### src/rtl/dram_rd_pipe.sv
// Read-latency pipe: stage 0 captures the word read at the command edge, so
// the last stage presents it STAGES cycles later. Data is zeroed when invalid.
module dram_rd_pipe #(
  parameter int DATA_BITS = 32,
  parameter int STAGES    = 5
)(
  input  logic                 ACLK,
  input  logic                 ARESETn,
  input  logic                 in_vld,
  input  logic [DATA_BITS-1:0] in_data,
  output logic                 out_vld,
  output logic [DATA_BITS-1:0] out_data
);

  logic [STAGES:0]                vld_pipe;
  logic [STAGES:0][DATA_BITS-1:0] dat_pipe;

  always_ff @(posedge ACLK or negedge ARESETn) begin
    if (!ARESETn) begin
      vld_pipe <= '0;
      dat_pipe <= '0;
    end else begin
      vld_pipe <= {vld_pipe[STAGES-1:0], in_vld};
      dat_pipe <= {dat_pipe[STAGES-1:0], (in_vld ? in_data : {DATA_BITS{1'b0}})};
    end
  end

  assign out_vld  = vld_pipe[STAGES];
  assign out_data = dat_pipe[STAGES];

endmodule

### config.mk
export PLATFORM = sky130hd
export DESIGN_NAME = dram_rd_pipe
export DESIGN_NICKNAME = d
export VERILOG_FILES = /design/src/rtl/dram_rd_pipe.sv
export SDC_FILE = /design/constraint.sdc
export NUM_CORES = 1
export LEC_CHECK = 0
export BUFFER_PORTS_ARGS = -buffer_cell sky130_fd_sc_hd__clkbuf_2
export CAP_MARGIN = 20
export CORE_MARGIN = 5
export CORE_UTILIZATION = 53
export DETAILED_ROUTE_END_ITERATION = 7
export HOLD_SLACK_MARGIN = 0.1
export PLACE_DENSITY = 0.76
export REMOVE_ABC_BUFFERS = 1
export SYNTH_ARGS = -nofsm -noshare
export SYNTH_HDL_FRONTEND = slang
export SYNTH_SLANG_ARGS = --single-unit
### constraint.sdc
create_clock -name ACLK -period 0.8 [get_ports ACLK]
set_clock_uncertainty 0.05 [all_clocks]
set_input_delay 0.04 -clock ACLK [delete_from_list [all_inputs] [get_ports ACLK]]
set_output_delay 0.04 -clock ACLK [all_outputs]
set_load 0.005 [all_outputs]
# After elaboration in Yosys (flattened, before gate mapping)
# Index checks and enable logic that the tools add are counted.
[word_totals]
ff_bits = 198
latch_bits = 0
mem_bits_rw = 0
mem_bits_ro = 0
input_bits = 35
memories = 0
[op_classes]
addsub = 0
mul = 0
div_mod_pow = 0
magnitude_cmp = 0
eq_ne = 0
shifts = 0
mux = 1
bitwise_logic = 0
n_reduce_logical = 0
[op_table]
columns = ["operator", "count"]
rows = [
  ["32-bit two-way mux", 1],
]

# Longest topological paths before layout
[depth]
word_depth = 1
depth_mapped = 2
mapped_depth_nobuf = 1

# Least setup slack after synthesis
# No wires, ideal clock.
[synth_path]
path_kind = "register to output"
from = "register dat_pipe (netlist bit out_data[0])"
to = "output port out_data[0]"
t_arrival_ps = 458
slack_ps = 252
path_stages_with_launch = 2
cell_sequence = "dfrtp_1 buf_4"
[synth_lines]
columns = ["item", "line_no", "rtl"]
rows = [
  ["start, declared", "16", "logic [STAGES:0][DATA_BITS-1:0] dat_pipe;"],
  ["start signal, assigned", "24", "dat_pipe <= {dat_pipe[STAGES-1:0], (in_vld ? in_data : {DATA_BITS{1'b0}})};"],
  ["end, declared", "12", "output logic [DATA_BITS-1:0] out_data"],
]
# No word-level cell between the ends.

# Final worst setup path
[layout_path]
from = "register dat_pipe (netlist bit out_data[2])"
to = "output port out_data[2]"
# No word-level cell between the ends.

==> impl_metrics.ini <==
[synthesis]
synth.area.mux_share_pct = 0
synthAdderAreaFrac_pct = 0
synth_top_family_by_area = buffers and inverters
ys_ff_latch = 198
yosys.area_share.simple_pct = 4.41
synth_xor_area_share_pct = 0
synth.cell_area_mm2 = 0.00545
synth_cells = 265
ys_seq_area_share_pct = 90.9
synth-compound-area-share_pct = 0
ys_types = 4
synth_warnings = 0
avgSynthCellArea_um2 = 20.6

[timing]
fin_tns_setup_ns = -9.94
finalSetupViolations = 42
rsz0062_at_grt = yes
final.period_utilization_pct = 136
period_minus_slack_ns = 1.09
timing_hold_violations_final = 36
hold_ws_ns = -0.0968
timing.slew.headroom_pct = 77.9
max_freq_mhz = 916
tightest_slew_ns = 0.331
slew_viol_final = 0
finalWorstSetupSlack_ns = -0.292

[layout]
area_growth_pct = 23.2
fin_nets = 392
fillers = 681
drive_gt1_share_pct = 36.8
fin_util_pct = 65.9
final_area_mm2 = 0.00672
n_antenna_cell = 0

[cts]
cts_resized = 0
ctsLongestPathBuffers = 2
cts_sinks = 198
clk-insertion-delay-late_ns = 0.52
cts_buffers = 17
path_clk_slew_ns = 0.07
h-tree-depth = 4
clock-root-buffer = clkbuf_8
cts_tree = built

[worst_setup_path]
max_stage_delay_ns = 0.37
reg2reg_slack_ns = 0.23
end_kind = output port
worstPathRequired_ns = 0.71
path_max_fanout = 1
worstSetupPathType = reg -> out
crit_path_start = out_data[2]
worst-path-buf-inv = 1
crit_chain = clkbuf_2
critPathTopFamily = flip-flops
r2r-end = dat_pipe[89]
arrival_ns = 1.00
r2r_cells = 0
r2r_start = dat_pipe[57]
startpoint_type = flop
slowest_stage = dfrtp_1

[pwr]
switchingPower_uw = 3940
p_per_area_mw_per_mm2 = 2840
leakage_uw = 0.00340
power.share.sequential_pct = 55.9
clkPwrFrac_pct = 40.7
netSwitchingFraction_pct = 20.6
p_comb_share_pct = 3.4
peakVddDrop_v = 0.00156
p_int_uw = 15200

[detailed_routing]
via_per_inst = 4.17
vias = 2110
antenna_left = 0
drtIter0Drc = 72
remaining_drc_errors = 0
wl_per_cell_um = 15.2
wl_mm = 7.67
dr.pass1.iters = 3

[run_status]
outcome = complete, but fails checks
violations = negative hold slack, negative setup slack

[placed_design]
dpl-instance-area_mm2 = 0.00582
place_congestion = 0.683
hpwl_mm = 4.22
portBuffers = 67

[floorplanning]
initial_core_util_pct = 53.5
ioPinCount = 68
rows = 37
die_w_um = 111
die_h_um = 111
fp.dieArea_mm2 = 0.0124
core-area_mm2 = 0.0102

[global_routing]
antenna_found_initial = 0
grt_overflow = 0
grt_pass1_vias = 2432
grt_start_max_net_pins = 46
grt_pass1_wl_mm = 13.2
grt_usage_pct = 14.3

[run]
max-cap-violations = 0

[min_path]
hp-class = in -> async
[power groups by stage]
stage               Clock, µW  Combinational (µW)  Sequential, µW
global placement            0                 514           10800
detailed placement          0                 536           10900
CTS                      7990                 672           10700
floorplan                   0                70.1           10800
finish                   7760                 652           10700
global route             8460                 746           10700
[cell type report]
cell class              count  area, µm²  area share (%)
clock inverters            11        103            1.53
repair buffers            108        800            11.9
flip-flops and latches    198       4950            73.8
clock buffers              21        449            6.69
multi-input cells          32        240            3.58
well taps                 136        170            2.53
[worst max path at each step]
stage                          endpoint  slack [ns]  cells after the start
after global routing        out_data[2]       -0.34                      1
after CTS                  out_data[13]       -0.33                      1
final                       out_data[2]       -0.29                      1
after floorplan           dat_pipe[100]        0.30                      0
after detailed placement   dat_pipe[28]       -0.03                      2
after global placement     dat_pipe[28]        0.01                      2
[metrics by stage]
| stage | power (µW) | cells | setup slack (ns) |
|---|---|---|---|
| after floorplan | 10900 | 230 | 0.300 |
| after global placement | 11300 | 440 | 0.0150 |
| after detailed placement | 11400 | 440 | -0.0286 |
| after CTS | 19300 | 505 | -0.331 |
| after global routing | 19900 | 506 | -0.343 |
| final | 19100 | 506 | -0.292 |
[logic make-up after synthesis]
logic type / count (synthesis)
and+or+nand+nor: 32
DFF: 198
buffers and inverters: 35
[synthesized netlist by cell type]
cell      instances  area share [%]
dfrtp_1         198              91
and2_2           32             4.4
buf_4            32             4.4
clkbuf_2          3            0.28
[cell usage in the layout, fill, tap and decap left out]
cell type	count
and2_2	32
clkinv_4	4
buf_12	5
clkbuf_1	2
bufinv_16	1
clkinv_2	3
clkinvlp_4	3
clkbuf_2	66
clkbuf_8	4
dfrtp_1	198
dlygate4sd3_1	34
clkbuf_16	16
buf_4	2
[sequential cells by signal (all words and copies together) (netlist names)]
register  count
dat_pipe    160
out_data     32
vld_pipe      6
[what timing repair did]
action                     CTS  global route
setup endpoints to repair   33            33
setup buffers                0             0
pin swaps                    0             0
hold endpoints to repair   231            24
hold buffers                33             1
[layer usage]
metal  part of all wire [%]  global-route usage (%)
met1                     44                    19.2
met3                    4.3                    3.59
met2                     49                    20.9
met5                      0                       0
met4                    3.3                    9.57
No activity file was read; power rests on OpenSTA's default activity.
